===== src/rtl/wb2axi_pkg.sv =====
// Shared types and constants for the Wishbone-classic to AXI4-Lite bridge.
package wb2axi_pkg;

   typedef enum logic [2:0] {
      IDLE,
      WR_REQ,
      WR_RESP,
      RD_REQ,
      RD_RESP
   } state_t;

   localparam logic [1:0] RESP_OKAY   = 2'b00;
   localparam logic [1:0] RESP_EXOKAY = 2'b01;
   localparam logic [1:0] RESP_SLVERR = 2'b10;
   localparam logic [1:0] RESP_DECERR = 2'b11;

   // SLVERR and DECERR become a Wishbone error; OKAY and EXOKAY become an ack.
   function automatic logic resp_is_err(input logic [1:0] resp);
      resp_is_err = 1'b0;
      case (resp)
         RESP_SLVERR, RESP_DECERR: resp_is_err = 1'b1;
         RESP_OKAY, RESP_EXOKAY:   resp_is_err = 1'b0;
         default:                  resp_is_err = 1'b0;
      endcase
   endfunction

endpackage


===== src/rtl/wishbone_to_axi4lite_watchdog.sv =====
// Transfer watchdog for the bridge: counts cycles spent outside IDLE and
// flags expiry once TIMEOUT_CYCLES have elapsed. Only built when
// WB2AXI_TIMEOUT_EN is defined.
module wb2axi_watchdog #(
   parameter int unsigned TIMEOUT_CYCLES = 1024
) (
   input  logic ACLK,
   input  logic ARESETN,
   input  logic busy,
   output logic expired
);

   localparam int unsigned CW = $clog2(TIMEOUT_CYCLES + 1);

   logic [CW-1:0] count;

   // Expiry is seen during the TIMEOUT_CYCLES-th busy cycle so the FSM is
   // back in IDLE right after that cycle.
   assign expired = busy && (count == CW'(TIMEOUT_CYCLES - 1));

   // Clear while idle, count every busy cycle, hold once expired.
   always_ff @(posedge ACLK or negedge ARESETN) begin
      if (!ARESETN)      count <= '0;
      else if (!busy)    count <= '0;
      else if (!expired) count <= count + CW'(1);
   end

endmodule


===== src/rtl/wishbone_to_axi4lite.sv =====
// Wishbone classic slave to AXI4-Lite master bridge, one transfer in flight.
// The Wishbone request is latched, the AXI handshakes run, and a registered
// one-cycle ack or err returns. Optional watchdog: define WB2AXI_TIMEOUT_EN.
module wishbone_to_axi4lite
   import wb2axi_pkg::*;
#(
   parameter int unsigned ADDR_WIDTH     = 32,
   parameter int unsigned DATA_WIDTH     = 32,
   parameter int unsigned TIMEOUT_CYCLES = 1024
) (
   input  logic                    ACLK,
   input  logic                    ARESETN,
   // Wishbone slave
   input  logic [ADDR_WIDTH-1:0]   wb_adr_i,
   input  logic [DATA_WIDTH-1:0]   wb_dat_i,
   input  logic [DATA_WIDTH/8-1:0] wb_sel_i,
   input  logic                    wb_we_i,
   input  logic                    wb_cyc_i,
   input  logic                    wb_stb_i,
   output logic [DATA_WIDTH-1:0]   wb_dat_o,
   output logic                    wb_ack_o,
   output logic                    wb_err_o,
   // AXI4-Lite master
   output logic [ADDR_WIDTH-1:0]   AWADDR,
   output logic [2:0]              AWPROT,
   output logic                    AWVALID,
   input  logic                    AWREADY,
   output logic [DATA_WIDTH-1:0]   WDATA,
   output logic [DATA_WIDTH/8-1:0] WSTRB,
   output logic                    WVALID,
   input  logic                    WREADY,
   input  logic [1:0]              BRESP,
   input  logic                    BVALID,
   output logic                    BREADY,
   output logic [ADDR_WIDTH-1:0]   ARADDR,
   output logic [2:0]              ARPROT,
   output logic                    ARVALID,
   input  logic                    ARREADY,
   input  logic [DATA_WIDTH-1:0]   RDATA,
   input  logic [1:0]              RRESP,
   input  logic                    RVALID,
   output logic                    RREADY
);

   state_t state, state_d;
   logic   aw_done, aw_done_d, w_done, w_done_d;
   logic   dropped, dropped_d;
   logic   awvalid_d, wvalid_d, arvalid_d, bready_d, rready_d;
   logic   ack_d, err_d;
   logic   capture, load_rdata;
   logic   report, busy, timeout;

   assign AWPROT = 3'b000;
   assign ARPROT = 3'b000;

   // The initiator only hears about a transfer it never abandoned.
   assign report = wb_cyc_i && !dropped;
   assign busy   = (state != IDLE);

`ifdef WB2AXI_TIMEOUT_EN
   wb2axi_watchdog #(
      .TIMEOUT_CYCLES(TIMEOUT_CYCLES)
   ) u_watchdog (
      .ACLK    (ACLK),
      .ARESETN (ARESETN),
      .busy    (busy),
      .expired (timeout)
   );
`else
   logic [31:0] unused_timeout_cycles;
   assign unused_timeout_cycles = 32'(TIMEOUT_CYCLES);
   assign timeout = 1'b0;
`endif

   // Next-state and next-output decode for the transfer FSM.
   always_comb begin
      // NOTE: every signal gets a default before the case so no path leaves
      // one unassigned, which would otherwise infer a latch.
      state_d    = state;
      awvalid_d  = AWVALID;
      wvalid_d   = WVALID;
      arvalid_d  = ARVALID;
      bready_d   = BREADY;
      rready_d   = RREADY;
      aw_done_d  = aw_done;
      w_done_d   = w_done;
      dropped_d  = dropped | (busy & ~wb_cyc_i);
      ack_d      = 1'b0;
      err_d      = 1'b0;
      capture    = 1'b0;
      load_rdata = 1'b0;

      case (state)
         IDLE: begin
            // While ack/err is showing, the initiator still holds the old
            // request; it is only taken as new one cycle later.
            if (wb_cyc_i && wb_stb_i && !wb_ack_o && !wb_err_o) begin
               capture   = 1'b1;
               dropped_d = 1'b0;
               aw_done_d = 1'b0;
               w_done_d  = 1'b0;
               if (wb_we_i) begin
                  state_d   = WR_REQ;
                  awvalid_d = 1'b1;
                  wvalid_d  = 1'b1;
               end else begin
                  state_d   = RD_REQ;
                  arvalid_d = 1'b1;
               end
            end
         end
         WR_REQ: begin
            if (AWVALID && AWREADY) begin
               awvalid_d = 1'b0;
               aw_done_d = 1'b1;
            end
            if (WVALID && WREADY) begin
               wvalid_d = 1'b0;
               w_done_d = 1'b1;
            end
            if (aw_done_d && w_done_d) begin
               state_d  = WR_RESP;
               bready_d = 1'b1;
            end
         end
         WR_RESP: begin
            if (BVALID) begin
               state_d  = IDLE;
               bready_d = 1'b0;
               ack_d    = report & ~resp_is_err(BRESP);
               err_d    = report &  resp_is_err(BRESP);
            end
         end
         RD_REQ: begin
            if (ARREADY) begin
               state_d   = RD_RESP;
               arvalid_d = 1'b0;
               rready_d  = 1'b1;
            end
         end
         RD_RESP: begin
            if (RVALID) begin
               state_d    = IDLE;
               rready_d   = 1'b0;
               load_rdata = 1'b1;
               ack_d      = report & ~resp_is_err(RRESP);
               err_d      = report &  resp_is_err(RRESP);
            end
         end
         default: state_d = IDLE;
      endcase

      // Watchdog recovery abandons the AXI side and reports an error.
      if (timeout) begin
         state_d   = IDLE;
         awvalid_d = 1'b0;
         wvalid_d  = 1'b0;
         arvalid_d = 1'b0;
         bready_d  = 1'b0;
         rready_d  = 1'b0;
         ack_d     = 1'b0;
         err_d     = report;
      end
   end

   // State, handshake outputs and latched request/response registers.
   always_ff @(posedge ACLK or negedge ARESETN) begin
      if (!ARESETN) begin
         state    <= IDLE;
         aw_done  <= 1'b0;
         w_done   <= 1'b0;
         dropped  <= 1'b0;
         AWVALID  <= 1'b0;
         WVALID   <= 1'b0;
         ARVALID  <= 1'b0;
         BREADY   <= 1'b0;
         RREADY   <= 1'b0;
         wb_ack_o <= 1'b0;
         wb_err_o <= 1'b0;
         wb_dat_o <= '0;
         AWADDR   <= '0;
         ARADDR   <= '0;
         WDATA    <= '0;
         WSTRB    <= '0;
      end else begin
         // NOTE: non-blocking assignments keep every register reading the
         // pre-edge values, matching the flops this describes.
         state    <= state_d;
         aw_done  <= aw_done_d;
         w_done   <= w_done_d;
         dropped  <= dropped_d;
         AWVALID  <= awvalid_d;
         WVALID   <= wvalid_d;
         ARVALID  <= arvalid_d;
         BREADY   <= bready_d;
         RREADY   <= rready_d;
         wb_ack_o <= ack_d;
         wb_err_o <= err_d;
         if (capture) begin
            if (wb_we_i) begin
               AWADDR <= wb_adr_i;
               WDATA  <= wb_dat_i;
               WSTRB  <= wb_sel_i;
            end else begin
               ARADDR <= wb_adr_i;
            end
         end
         if (load_rdata) wb_dat_o <= RDATA;
      end
   end

endmodule


===== config.mk =====
export PLATFORM = sky130hd
export DESIGN_NAME = wishbone_to_axi4lite
export DESIGN_NICKNAME = d
export VERILOG_FILES = /design/src/rtl/wb2axi_pkg.sv /design/src/rtl/wishbone_to_axi4lite_watchdog.sv /design/src/rtl/wishbone_to_axi4lite.sv
export SDC_FILE = /design/constraint.sdc
export NUM_CORES = 1
export LEC_CHECK = 0
export ABC_AREA = 1
export CAP_MARGIN = 20
export CORE_MARGIN = 8
export CORE_UTILIZATION = 45
export CTS_CLUSTER_DIAMETER = 80
export DETAILED_ROUTE_END_ITERATION = 16
export GPL_TIMING_DRIVEN = 0
export HOLD_SLACK_MARGIN = 0.05
export PLACE_DENSITY = 0.9
export SYNTH_ARGS = -nofsm -noshare
export SYNTH_HDL_FRONTEND = slang
export SYNTH_HIERARCHICAL = 1
export SYNTH_SLANG_ARGS = --single-unit

===== constraint.sdc =====
create_clock -name ACLK -period 3.07 [get_ports ACLK]
set_input_delay 0.4605 -clock ACLK [delete_from_list [all_inputs] [get_ports ACLK]]
set_output_delay 0.4605 -clock ACLK [all_outputs]
set_load 0.1 [all_outputs]

# After elaboration in Yosys (flattened, before gate mapping)
# Index checks and enable logic that the tools add are counted.
# word_totals
regBits,145
latch_bits,0
ramBits,0
rom_bits,0
input_bits,114
output_inout_bits,145
elab_cells,124
mem_count,0
# classes
n_addsub,0
n_mul,0
n_div,0
order_cmp,0
eq_ne,19
shift,0
n_mux,48
bitwise,10
n_reduce_logical,31
# op_table
op,count
$mux W1,30
$pmux W1 S2,11
$ne A2 B2 Y1 const B,9
$mux W3,5
$pmux W3 S5,1
$reduce_and A4 Y1,3
$eq A2 B2 Y1 const B,4
$reduce_bool A2 Y1,4
$reduce_or A2 Y1,4
$logic_and A1 B1 Y1,7
$eq A3 B2 Y1 const B,2
$reduce_and A2 Y1,3
$reduce_and A3 Y1,2
$and A1 B1 Y1,5
$reduce_and A5 Y1,1
$eq A2 B1 Y1 const B,2
$logic_not A2 Y1,2
$not A1 Y1,4
$eq A3 B1 Y1 const B,1
$eq A3 B3 Y1 const B,1
$logic_not A1 Y1,3
$logic_not A3 Y1,1
$reduce_bool A3 Y1,1
$mux W2,1
$or A1 B1 Y1,1

# Depth between registers and ports, before layout
# Gate-level depths: netlist of the first run.
# logic_depth
ltp_word,9
ltp_mapped,10
mapped_depth_nobuf,8

# Worst setup path before layout of the first run
# Ideal clock, no wire load.
# synth_path
path_kind,reg-to-reg
from,register wb_err_o
to,register AWADDR[0]
setup_time_ps,134
arrival_ps,1736
required_time_ps,2936
slack_ps,1200
stages_incl_launch_ff,9
n_path_buf,1
synth_period_minus_slack_ps,1870
path_cell_list,dfrtp_1 inv_1 nand2_1 nor2_4 inv_2 nor2_4 nand2_1 clkbuf_1 o21ai_0
# synth_between
elab_chain_cells,5
# synth_lines
item,line_no,source
start: declaration,wishbone_to_axi4lite.sv:22,"output logic wb_err_o,"
start signal: assignment,wishbone_to_axi4lite.sv:198,wb_err_o <= err_d;
$logic_not A1 Y1,wishbone_to_axi4lite.sv:97,if (wb_cyc_i && wb_stb_i && !wb_ack_o && !wb_err_o) begin
$logic_and A1 B1 Y1,wishbone_to_axi4lite.sv:97,
$mux W1,wishbone_to_axi4lite.sv:97,
$mux W1,wishbone_to_axi4lite.sv:93,case (state)
$reduce_and A2 Y1 (no line),-,
end signal: assignment,wishbone_to_axi4lite.sv:201,AWADDR <= wb_adr_i;
end: declaration,wishbone_to_axi4lite.sv:24,"output logic [ADDR_WIDTH-1:0] AWADDR,"
# Every way passes these cells.
# A chain may end at the register's enable or synchronous reset.

# Final worst setup path of the first run
# layout_path
from,register ARVALID
to,output ARVALID
# layout_lines
item,line_no,source
start: declaration,wishbone_to_axi4lite.sv:37,"output logic ARVALID,"
start signal: assignment,wishbone_to_axi4lite.sv:194,ARVALID <= arvalid_d;
# No word-level cell between the ends.

==> flow_metrics.env, run 1 <==
export IMPL_cts_made_buffers=17
export IMPL_fin_setup_tns_ns=0
export IMPL_worstSetupPathType="flop to output port"
export IMPL_post_route_cells_drive_above_1_share_pct=9.121
export IMPL_clk_pin_slew_ns=0.05
export IMPL_cap_violations=0
export IMPL_cp_buffers_inverters=1
export IMPL_reg2reg_slack_ns=1.39
export IMPL_io_buffer_count=250
export IMPL_finalNetCount=1011
export IMPL_total_number_of_yosys_warnings=6
export IMPL_worstSetupStartpoint="ARVALID$_DFFE_PN0P_"
export IMPL_worst_slew_pin_transition_ns=1.055
export IMPL_clock_skew_ns=0.007886
export IMPL_clock_latency_ns=0.42
export IMPL_cts_setup_buffers=0
export IMPL_synth_distinct_cells=25
export IMPL_cts_repair_resize_count=0
export IMPL_number_of_slew_limit_violations_in_the_final_report=0
export IMPL_initial_core_utilization_pct=45.95
export IMPL_cp_arrival_ns=1.97
export IMPL_crit_path_max_incr_delay_ns=1.19
export IMPL_largest_net_degree_at_the_start_of_global_routing=81
export IMPL_capturing_element_type_of_the_critical_path="output port"
export IMPL_die_width_um=129.3
export IMPL_worst_endpoint_required_ns=2.61
export IMPL_groute_usage_overall_pct=22.08
export IMPL_wire_per_inst_um=16.84
export IMPL_detailedRoute_firstIterationViolations=279
export IMPL_critPathLaunchType="flop"
export IMPL_clockBufferDepth=2
export IMPL_ios=259
export IMPL_timing_critical_path_max_delay_family="buffers and inverters"
export IMPL_fin_worst_hold_slack_ns=0.4684
export IMPL_grt_pass1_vias=5454
export IMPL_reg2reg_to="AWADDR[31]$_DFFE_PN0P_"
export IMPL_drt_drc_violations_left=0
export IMPL_drt_pass1_iter_count=6
export IMPL_number_of_nets_with_antenna_violations_after_routing=0
export IMPL_sequential_to_total_area_share_from_yosys_stat_pct=62.82
export IMPL_critical_path_cell_chain="clkdlybuf4s50_1"
export IMPL_path_depth=1
export IMPL_fp_dieArea_um2=16720
export IMPL_shortest_period_the_worst_path_allows_ns=2.431
export IMPL_place_detailed_hpwl_um=13890
export IMPL_postSynthAreaPerCell_um2=9.300
export IMPL_timing_final_setup_violations=0
export IMPL_max_clock_freq_ghz=0.4114
export IMPL_floorplan_die_height_um=129.3
export IMPL_final_hold_violation_count=0
export IMPL_gpl_final_weighted_congestion=0.8702
export IMPL_antennaDiodeCount=0
export IMPL_status="finished, final reports clean"
export IMPL_layout_area_overhead_vs_synth_pct=59.77
export IMPL_syn_area_um2=5776
export IMPL_worst_slew_margin_rel_pct=29.45
export IMPL_routed_via_density=4.823
export IMPL_routed_wl_um=18220
export IMPL_timing_hold_worst_class="flop to flop"
export IMPL_cp_max_fo=2
export IMPL_via_count=5219
export IMPL_antenna_found_initial=0
export IMPL_reg2reg_depth=8
export IMPL_num_rows=41
export IMPL_post_cts_hold_buffer_count=1
export IMPL_synth_seq_cells=145
export IMPL_global_route_overflow_total=0
export IMPL_design_core_area_um2=12570
export IMPL_cts_max_level=4
export IMPL_rsz0062_at_grt="false"
export IMPL_grt_first_pass_wirelength_um=28260
export IMPL_critical_path_slowest_cell="sky130_fd_sc_hd__clkdlybuf4s50_1"
export IMPL_tritoncts="built"
export IMPL_gate_count_after_technology_mapping=621
export IMPL_rr_startpoint="wb_err_o$_DFF_PN0_"
export IMPL_cts_num_sinks=145
export IMPL_min_period_over_period_pct=79.18
export IMPL_endpoint="ARVALID"
export IMPL_fin_util_pct=73.42
export IMPL_ctsRootBufferMaster="sky130_fd_sc_hd__clkbuf_16"
==> cell usage after synthesis, drive strengths merged <==
cell type	number	area, µm²
o21ai	74	415.4
a31oi	1	6.260
nand4	1	6.260
dfrtp	145	3628
nor3	1	5.000
nand3b	1	7.510
nor2	12	72.57
o21bai	1	7.510
inv	46	172.7
buf	29	222.7
conb	1	3.750
a21oi	4	20.02
clkbuf	8	30.03
nand2	255	967.2
nand3	42	210.2
==> logic make-up after synthesis <==
| group | share of synthesized area (%) |
|---|---|
| AO/OA/AOI/OAI | 7.777 |
| buffers and inverters | 7.366 |
| AND/OR/NAND/NOR | 21.97 |
| other | 0.06493 |
| flip-flops | 62.82 |
==> routing by layer <==
layer  GRT usage, %  up-vias  share of wire (%)
met2          37.35      217                 49
met3          8.833       28                 10
met5              0        -                  0
met4          8.569        0                2.4
li1               -     2485                  -
met1          24.45     2489                 38
==> stage by stage <==
step	cells	worst slack, ns	area, µm²
2_1_floorplan	626	1.200	5794
3_3_place_gp	1048	-4.174	8512
3_5_place_dp	1049	0.7894	8541
4_1_cts	1082	0.6069	9228
5_1_grt	1082	0.5728	9228
6_report	1082	0.6392	9228
==> worst min-delay path by stage <==
stage / startpoint / endpoint / slack (ns) / cells after the start
3_5_place_dp: wb_dat_o[4]$_DFFE_PN0P_ / wb_dat_o[4]$_DFFE_PN0P_ / 0.46 / 2
2_1_floorplan: ARESETN / ARADDR[0]$_DFFE_PN0P_ / 0.16 / 0
3_3_place_gp: wb_dat_o[18]$_DFFE_PN0P_ / wb_dat_o[18]$_DFFE_PN0P_ / 0.45 / 2
4_1_cts: wb_dat_o[4]$_DFFE_PN0P_ / wb_dat_o[4]$_DFFE_PN0P_ / 0.47 / 2
6_report: wb_dat_o[4]$_DFFE_PN0P_ / wb_dat_o[4]$_DFFE_PN0P_ / 0.47 / 2
5_1_grt: wb_dat_o[0]$_DFFE_PN0P_ / wb_dat_o[0]$_DFFE_PN0P_ / 0.48 / 2
==> cell usage in the layout (no fill, tap or decap), types with 2 or more instances in the layout <==
cell type,count
sky130_fd_sc_hd__o21ai_0,33
sky130_fd_sc_hd__clkbuf_16,17
sky130_fd_sc_hd__o21ai_2,12
sky130_fd_sc_hd__dfrtp_1,145
sky130_fd_sc_hd__clkbuf_8,8
sky130_fd_sc_hd__nand3_1,42
sky130_fd_sc_hd__inv_1,44
sky130_fd_sc_hd__inv_2,2
sky130_fd_sc_hd__o21ai_1,29
sky130_fd_sc_hd__nand2_1,253
sky130_fd_sc_hd__nor2_4,3
sky130_fd_sc_hd__conb_1,6
sky130_fd_sc_hd__nor2_2,2
sky130_fd_sc_hd__buf_4,9
sky130_fd_sc_hd__bufinv_16,4
sky130_fd_sc_hd__clkbuf_1,8
sky130_fd_sc_hd__nor2_1,7
sky130_fd_sc_hd__buf_6,10
sky130_fd_sc_hd__a21oi_1,4
sky130_fd_sc_hd__buf_2,10
sky130_fd_sc_hd__clkdlybuf4s50_1,249
==> cell type report <==
type,instances,area (µm²)
timing repair buffer,252,2541
fill,859,3341
inverter,46,172.7
buffer,37,252.7
clock buffer,25,535.5
tap,172,215.2
sequential,145,3628
multi-input combinational,398,1740
clock inverter,7,141.4
==> state kept, by name, summed over array words and instances (netlist names), 3 cells and up <==
| signal | count |
|---|---|
| ARADDR | 32 |
| AWADDR | 32 |
| WDATA | 32 |
| wb_dat_o | 32 |
| WSTRB | 4 |
| state | 3 |
==> worst min-delay path, stage by stage, from the launching register on <==
cell and delay (ns):
sky130_fd_sc_hd__dfrtp_1 0.34, sky130_fd_sc_hd__nand2_1 0.05, sky130_fd_sc_hd__nand2_1 0.05
Power of run 1 is not shown: default switching activity piles up to over one toggle a cycle in this logic, so the estimate is an artifact.
==> run 2, diff against run 1 <==
- CORE_UTILIZATION: 45 -> 42
- PLACE_DENSITY: 0.9 -> 0.85
- clock period: 3.07 -> 2.4 ns (I/O delays scaled with it)
==> run 2 against run 1 <==
Against the previous run:
- register-to-register slack lost 0.57 ns
- sequential share of layout area grew 0.096 points
- clock-buffer cell count shrank 4
- highest routed layer unchanged
- critical endpoint is now AWADDR[13]
- largest cell class unchanged
==> flow_metrics.env, run 2 (synthesis gave the netlist of run 1 again) <==
export IMPL_grt_pass1_vias=5316
export IMPL_critical_path_cell_chain="clkdlybuf4s50_1"
export IMPL_cp_buffers_inverters=1
export IMPL_global_route_overflow_total=0
export IMPL_number_of_slew_limit_violations_in_the_final_report=0
export IMPL_floorplan_die_height_um=133.3
export IMPL_layout_area_overhead_vs_synth_pct=59.38
export IMPL_antenna_found_initial=0
export IMPL_timing_hold_worst_class="flop to flop"
export IMPL_clockBufferDepth=2
export IMPL_grt_first_pass_wirelength_um=27830
export IMPL_num_rows=43
export IMPL_fin_worst_hold_slack_ns=0.4655
export IMPL_reg2reg_slack_ns=0.82
export IMPL_drt_pass1_iter_count=5
export IMPL_rsz0062_at_grt="false"
export IMPL_antennaDiodeCount=0
export IMPL_mostFrequentLayoutCell="sky130_fd_sc_hd__nand2_1"
export IMPL_worst_slew_pin_transition_ns=1.048
export IMPL_max_clock_freq_ghz=0.4301
export IMPL_io_buffer_count=250
export IMPL_clock_latency_ns=0.42
export IMPL_critPathLaunchType="flop"
export IMPL_cp_arrival_ns=1.97
export IMPL_cap_violations=0
export IMPL_cts_repair_resize_count=0
export IMPL_cts_max_level=4
export IMPL_routed_via_density=4.691
export IMPL_routed_wl_um=17370
export IMPL_final_hold_violation_count=0
export IMPL_capturing_element_type_of_the_critical_path="output port"
export IMPL_min_period_over_period_pct=96.88
export IMPL_clk_pin_slew_ns=0.06
export IMPL_cts_num_sinks=145
export IMPL_cts_made_buffers=17
export IMPL_post_route_cells_drive_above_1_share_pct=8.901
export IMPL_worst_endpoint_required_ns=2.04
export IMPL_clock_skew_ns=0.004919
export IMPL_drt_drc_violations_left=0
export IMPL_cp_max_fo=2
export IMPL_mostFrequentLayoutCells="sky130_fd_sc_hd__nand2_1 (253), sky130_fd_sc_hd__clkdlybuf4s50_1 (249), sky130_fd_sc_hd__dfrtp_1 (145), sky130_fd_sc_hd__inv_1 (44), sky130_fd_sc_hd__nand3_1 (42)"
export IMPL_number_of_nets_with_antenna_violations_after_routing=0
export IMPL_finalNetCount=1011
export IMPL_largest_net_degree_at_the_start_of_global_routing=75
export IMPL_worstSetupPathType="flop to output port"
export IMPL_ios=259
export IMPL_worst_slew_margin_rel_pct=29.93
export IMPL_die_width_um=133.3
export IMPL_groute_usage_overall_pct=19.78
export IMPL_wire_per_inst_um=15.94
export IMPL_status="finished, final reports clean"
export IMPL_tritoncts="built"
export IMPL_fp_dieArea_um2=17760
export IMPL_timing_critical_path_max_delay_family="buffers and inverters"
export IMPL_design_core_area_um2=13670
export IMPL_critical_path_slowest_cell="sky130_fd_sc_hd__clkdlybuf4s50_1"
export IMPL_shortest_period_the_worst_path_allows_ns=2.325
export IMPL_place_detailed_hpwl_um=12840
export IMPL_initial_core_utilization_pct=42.26
export IMPL_cts_setup_buffers=0
export IMPL_detailedRoute_firstIterationViolations=215
export IMPL_gpl_final_weighted_congestion=0.7987
export IMPL_timing_final_setup_violations=0
export IMPL_via_count=5113
export IMPL_ctsRootBufferMaster="sky130_fd_sc_hd__clkbuf_16"
export IMPL_crit_path_max_incr_delay_ns=1.16
-- run 2: cell types whose count changed in the layout (fill, tap and decap cells not counted), sizes merged --
cell      change
clkinv        +5
clkbuf        -4
bufinv        +1
clkinvlp      -1
inv           -1
-- run 2: routing by layer --
metal / routed length, µm / part of all wire [%] / track usage, % / vias to the layer above
met1: 6904 / 40 / 22.74 / 2397
met4: 831 / 4.8 / 12.29 / 0
met3: 1200 / 6.9 / 6.325 / 53
li1: - / - / - / 2481
met2: 8434 / 49 / 31.53 / 182
met5: 0 / 0 / 0 / -
-- run 2: path summary, 6_finish.rpt --
path	start	endpoint	depth (start not counted)
worst max-delay path	AWADDR[13]$_DFFE_PN0P_	AWADDR[13]	1
worst min-delay path	WDATA[21]$_DFFE_PN0P_	WDATA[21]$_DFFE_PN0P_	2
worst max register to register	state[2]$_DFFE_PN0P_	ARADDR[19]$_DFFE_PN0P_	6
worst min register to register	WDATA[21]$_DFFE_PN0P_	WDATA[21]$_DFFE_PN0P_	2
max in group asynchronous	ARESETN	WDATA[26]$_DFFE_PN0P_	3
min in group asynchronous	ARESETN	ARADDR[13]$_DFFE_PN0P_	2
-- run 2: layout make-up --
cell class	count	area (µm²)
plain buffers	37	252.7
clock buffers	21	460.4
clock inverters	11	183.9
fillers	1049	4461
inverters	46	172.7
multi-input cells	398	1740
flip-flops and latches	145	3628
well taps	180	225.2
repair buffers	252	2541
-- run 2: repair_timing --
item / in CTS / in global routing
setup endpoints to repair: 0 / 0
hold buffers: 1 / 0
endpoints found under the hold margin: 73 / 0
-- run 2: stage by stage --
step	worst slack, ns	util [%]	cell area [µm²]	instances	TNS, ns
after floorplan	0.5301	-	5794	626	0
after global placement	-4.900	62.36	8522	1056	-708.88
after detailed placement	0.3051	62.57	8551	1057	0
after CTS	0.05262	67.36	9205	1090	0
after global routing	0.01006	67.36	9205	1090	0
final	0.07486	67.36	9205	1090	0
Power of run 2 is left out for the same reason.
==> variant 1, RTL diff (flow settings as in run 2) <==
The 5 states of `state_t` get a one-hot encoding in 5 bits.
--- a/src/rtl/wb2axi_pkg.sv
+++ b/src/rtl/wb2axi_pkg.sv
@@ -1,12 +1,12 @@
 // Shared types and constants for the Wishbone-classic to AXI4-Lite bridge.
 package wb2axi_pkg;
 
-   typedef enum logic [2:0] {
-      IDLE,
-      WR_REQ,
-      WR_RESP,
-      RD_REQ,
-      RD_RESP
+   typedef enum logic [4:0] {
+      IDLE    = 5'b00001,
+      WR_REQ  = 5'b00010,
+      WR_RESP = 5'b00100,
+      RD_REQ  = 5'b01000,
+      RD_RESP = 5'b10000
    } state_t;
 
    localparam logic [1:0] RESP_OKAY   = 2'b00;
Check against the original RTL: no difference found for any inputs over 4 cycles, from zero or initial values and one cycle with ARESETN low; so few cycles prove little.
==> variant 1 against run 2 <==
Utilization down 0.15 points; setup slack better by 0.014 ns; non-clock buffer count up 1; worst hold slack about the same; wire length up 0.90%; synthesized area up 0.24%; design area down 0.22%; global-route usage up 0.32 points; sequential cell count up 2; register-to-register slack worse by 0.20 ns; count of clock-buffer cells in the layout up 8.
Power is not shown: default switching activity piles up to over one toggle a cycle in this logic, so the estimate is an artifact.
==> variant 1: results (changes against run 2) <==
cts_buffers: 17  # unchanged
ys_top_cells_by_area: "dfrtp_1, nand2_1, o21ai_1"
critPathArrivalTime_ns: 1.95  # -0.02 ns
antenna_found_initial: 0  # unchanged
grt_usage_pct: 20.1  # +0.32 points
critPathMaxFanout: 3  # +1
htreeDepth: 4  # unchanged
grt_pass1_vias: 5271  # -0.85%
yosysSeqAreaShare_pct: 63.6  # +0.74 points
totalWireLength_um: 17500  # +0.90%
wl_per_cell_um: 15.9  # -0.38%
vias: 5159  # +0.90%
status: "finished, final reports clean"
critPathMaxStageDelay_ns: 1.17
postPlaceCellArea_mm2: 0.00856  # +0.16%
grt_pass1_wl_um: 28300  # +1.6%
clk_path_buf_depth: 2  # unchanged
root_buffer: "clkbuf_16"
holdCritStartpoint: "WDATA[6]"
diodes: 0  # unchanged
startpoint: "WVALID"
place_inst: 1071  # +1.3%
regToRegStartpoint: "state[0]"
fin_skew_ns: 0.00806  # +0.00314 ns
fillers: 1108  # +5.6%
place.gp.congestion: 0.785  # -1.8%
cpMaxStageDelayCell: "clkdlybuf4s50_1"
postSynthAreaPerCell_um2: 9.12  # -2.0%
ctsResizeCount: 0  # unchanged
clk_pin_slew_ns: 0.06  # about the same
slew_headroom_pct: 30.9  # +0.95 points
yosys_warnings: 6  # unchanged
async_flop_share_pct: 100  # unchanged
portBuffers: 250  # unchanged
dp_hpwl_um: 13200  # +2.5%
num-nets-final: 1025  # +1.4%
drive_above_1_share_pct: 6.93  # -2.0 points
hold_class: "flip-flop to flip-flop"
first_pass_iters: 4  # -1
dr.first_iter.drc_count: 197  # -8.4%
synthTopCellsByCount: "nand2_1, dfrtp_1, o21ai_1, inv_1, nand3_1"
clk_latency_ns: 0.42  # about the same
synth_cell_types: 23  # -8.0%
crit_family: "buffers and inverters"
grt_max_degree: 101  # +35%
==> variant 1: metal layers <==
layer  vias to the layer above  routed length [um]  track usage (%)
met1                      2425                7120             23.3
met3                        30                1300             6.81
met5                         -                   0                0
met4                         0                 506             9.17
met2                       186                8600             33.1
li1                       2518                   -                -
==> variant 1: stage by stage <==
step,hold slack (ns),setup slack (ns)
after detailed placement,0.322,0.222
final,0.466,0.0884
after global routing,0.479,0.0241
after floorplan,0.0644,0.510
after CTS,0.445,0.0570
after global placement,0.453,-4.95
==> variant 1: cells by family after synthesis <==
group	count (synthesis)	share of synthesized area, %
compound gates	75	6.53
buf+inv	91	7.48
flops	147	63.6
other cells	1	0.0648
simple gates	321	22.4
==> variant 1: path summary, 6_finish.rpt <==
kind,to,slack (ns),cells past startpoint
max,WVALID,0.09,1
min,WDATA[6],0.47,2
max reg2reg,AWADDR[4],0.62,9
min reg2reg,WDATA[6],0.47,2
max in group asynchronous,wb_dat_o[0],1.06,3
min in group asynchronous,ARADDR[7],0.48,2
==> variant 1: timing repair <==
item | 4_1_cts | 5_1_grt
hold endpoints to repair | 46 | 0
hold buffers | 1 | 0
setup buffers | 0 | 0
setup endpoints to repair | 0 | 0
==> variant 1: layout make-up <==
cell class | instances | area, um2 | area share [%]
well taps | 180 | 225 | 2.45
clock buffers | 29 | 520 | 5.67
inverters | 53 | 199 | 2.17
multi-input cells | 402 | 1700 | 18.5
flip-flops and latches | 147 | 3680 | 40.1
repair buffers | 252 | 2540 | 27.7
clock inverters | 3 | 90.1 | 0.981
plain buffers | 38 | 234 | 2.55
==> variant 2, RTL diff (settings of run 2) <==
Made on the original files. Add a define of `WB2AXI_TIMEOUT_EN`.
--- a/src/rtl/wishbone_to_axi4lite.sv
+++ b/src/rtl/wishbone_to_axi4lite.sv
@@ -1,6 +1,8 @@
 // Wishbone classic slave to AXI4-Lite master bridge, one transfer in flight.
 // The Wishbone request is latched, the AXI handshakes run, and a registered
 // one-cycle ack or err returns. Optional watchdog: define WB2AXI_TIMEOUT_EN.
+`define WB2AXI_TIMEOUT_EN
+
 module wishbone_to_axi4lite
    import wb2axi_pkg::*;
 #(
Function: no difference found for any inputs over 4 cycles, from zero or initial values and one cycle with ARESETN low; that may be too few to reach the edited logic, so the function may still have changed.
==> variant 2 against run 2 <==
Synthesized area increased by 12%; highest routed layer unchanged; largest cell class unchanged; wire length increased by 12%; setup slack got worse by 0.0069 ns; sequential cell count increased by 11; register-to-register slack got worse by 0.62 ns; design area increased by 6.6%.
Power is left out: the tool's default activity adds up to more than one toggle a clock period on the data nets, which glitch-free logic cannot reach.
==> variant 2: results (changes against run 2) <==
grt_max_degree: 86  # +15%
viasPerCell: 4.84  # +3.3%
cts_setup_buffers: 0  # unchanged
first_pass_iters: 5  # unchanged
regToRegSetupSlack_ns: 0.20  # -0.62 ns
grt_usage_pct: 20.1  # +0.35 points
vias: 5562  # +8.8%
synth_flop_cell: "dfrtp_1"
fin_crit_ns: 2.33  # +0.00691 ns
critPathMaxFanout: 2  # unchanged
critPathMaxStageDelay_ns: 1.19  # +0.03 ns
yosysSeqAreaShare_pct: 60.5  # -2.3 points
fillers: 1230  # +17%
fin_skew_ns: 0.00831  # +0.00340 ns
htreeDepth: 4  # unchanged
clk_path_buf_depth: 2  # unchanged
cpMaxStageDelayCell: "clkdlybuf4s50_1"
diodes: 0  # unchanged
yosys_warnings: 6  # unchanged
totalWireLength_um: 19500  # +12%
drive_above_1_share_pct: 11.7  # +2.8 points
hold_class: "flip-flop to flip-flop"
grt_pass1_vias: 5779  # +8.7%
seqCellArea_mm2: 0.00390  # +7.6%
dr.first_iter.drc_count: 337  # +57%
postPlaceCellArea_mm2: 0.00924  # +8.0%
place.gp.congestion: 0.803  # +0.50%
clk_pin_slew_ns: 0.06  # about the same
critPathArrivalTime_ns: 1.97  # about the same
clk_latency_ns: 0.41
portBuffers: 250  # unchanged
dp_hpwl_um: 14600  # +14%
cts_buffers: 17  # unchanged
grt_pass1_wl_um: 31100  # +12%
status: "finished, final reports clean"
synth_cell_types: 29  # +16%
slew_headroom_pct: 29.4  # -0.57 points
syn_inst: 671  # +8.1%
ys_top_cells_by_area: "dfrtp_1, nand2_1, mux2_2"
place_inst: 1115  # +5.5%
place_ws_ns: 0.150  # -0.155 ns
synthTopCellsByCount: "nand2_1, dfrtp_1, nand3_1, inv_1, o21ai_0"
[variant 2: kinds of logic after synthesis]
logic type                 count (synthesis)  share of synthesized area (%)
buffers and inverters                     95                           6.81
other                                      1                         0.0581
muxes                                     32                           5.59
AOI/OAI and AO/OA                         78                           6.15
DFF                                      156                           60.5
and+or+nand+nor                          308                           20.7
adders and majority gates                  1                          0.194
[variant 2: through the flow]
stage          hold WS, ns  TNS, ns
2_1_floorplan       0.0644        0
3_3_place_gp         0.453  -846.98
3_5_place_dp         0.413        0
4_1_cts              0.473        0
5_1_grt              0.484        0
6_report             0.469        0
[variant 2: final cells by class]
cell class / instances / area share, %
Tap cell: 188 / 2.40
Clock buffer: 22 / 4.53
Clock inverter: 10 / 1.21
Inverter: 60 / 2.31
Multi-Input combinational cell: 425 / 21.7
Buffer: 35 / 2.17
Timing Repair Buffer: 252 / 25.9
Sequential cell: 156 / 39.8
[variant 2: routing by layer]
metal / track usage (%) / up-vias / wire (um)
met5: 0 / - / 0
li1: - / 2680 / -
met3: 6.49 / 30 / 1590
met1: 23.2 / 2660 / 7580
met2: 34.4 / 192 / 9850
met4: 7.66 / 0 / 469
[variant 2: tightest hold or removal path: cells and delay by family, from the launching register on]
kind	cells	cell delay [ns]
AND/OR/NAND/NOR	2	0.09
flip-flops	1	0.34
[variant 2: worst paths after layout]
path | from | to | depth (start not counted)
max | wb_dat_o[13] | wb_dat_o[13] | 1
min | WDATA[3] | WDATA[3] | 2
max reg2reg | u_watchdog/count[0] | state[0] | 13
min reg2reg | WDATA[3] | WDATA[3] | 2
max in group asynchronous | ARESETN | AWADDR[26] | 3
min in group asynchronous | ARESETN | wb_dat_o[2] | 2
[variant 2: what timing repair did]
item | in CTS | in global routing
setup endpoints to repair | 0 | 6
hold buffers | 1 | 0
resized for setup | 0 | 3
endpoints found under the hold margin | 71 | 0
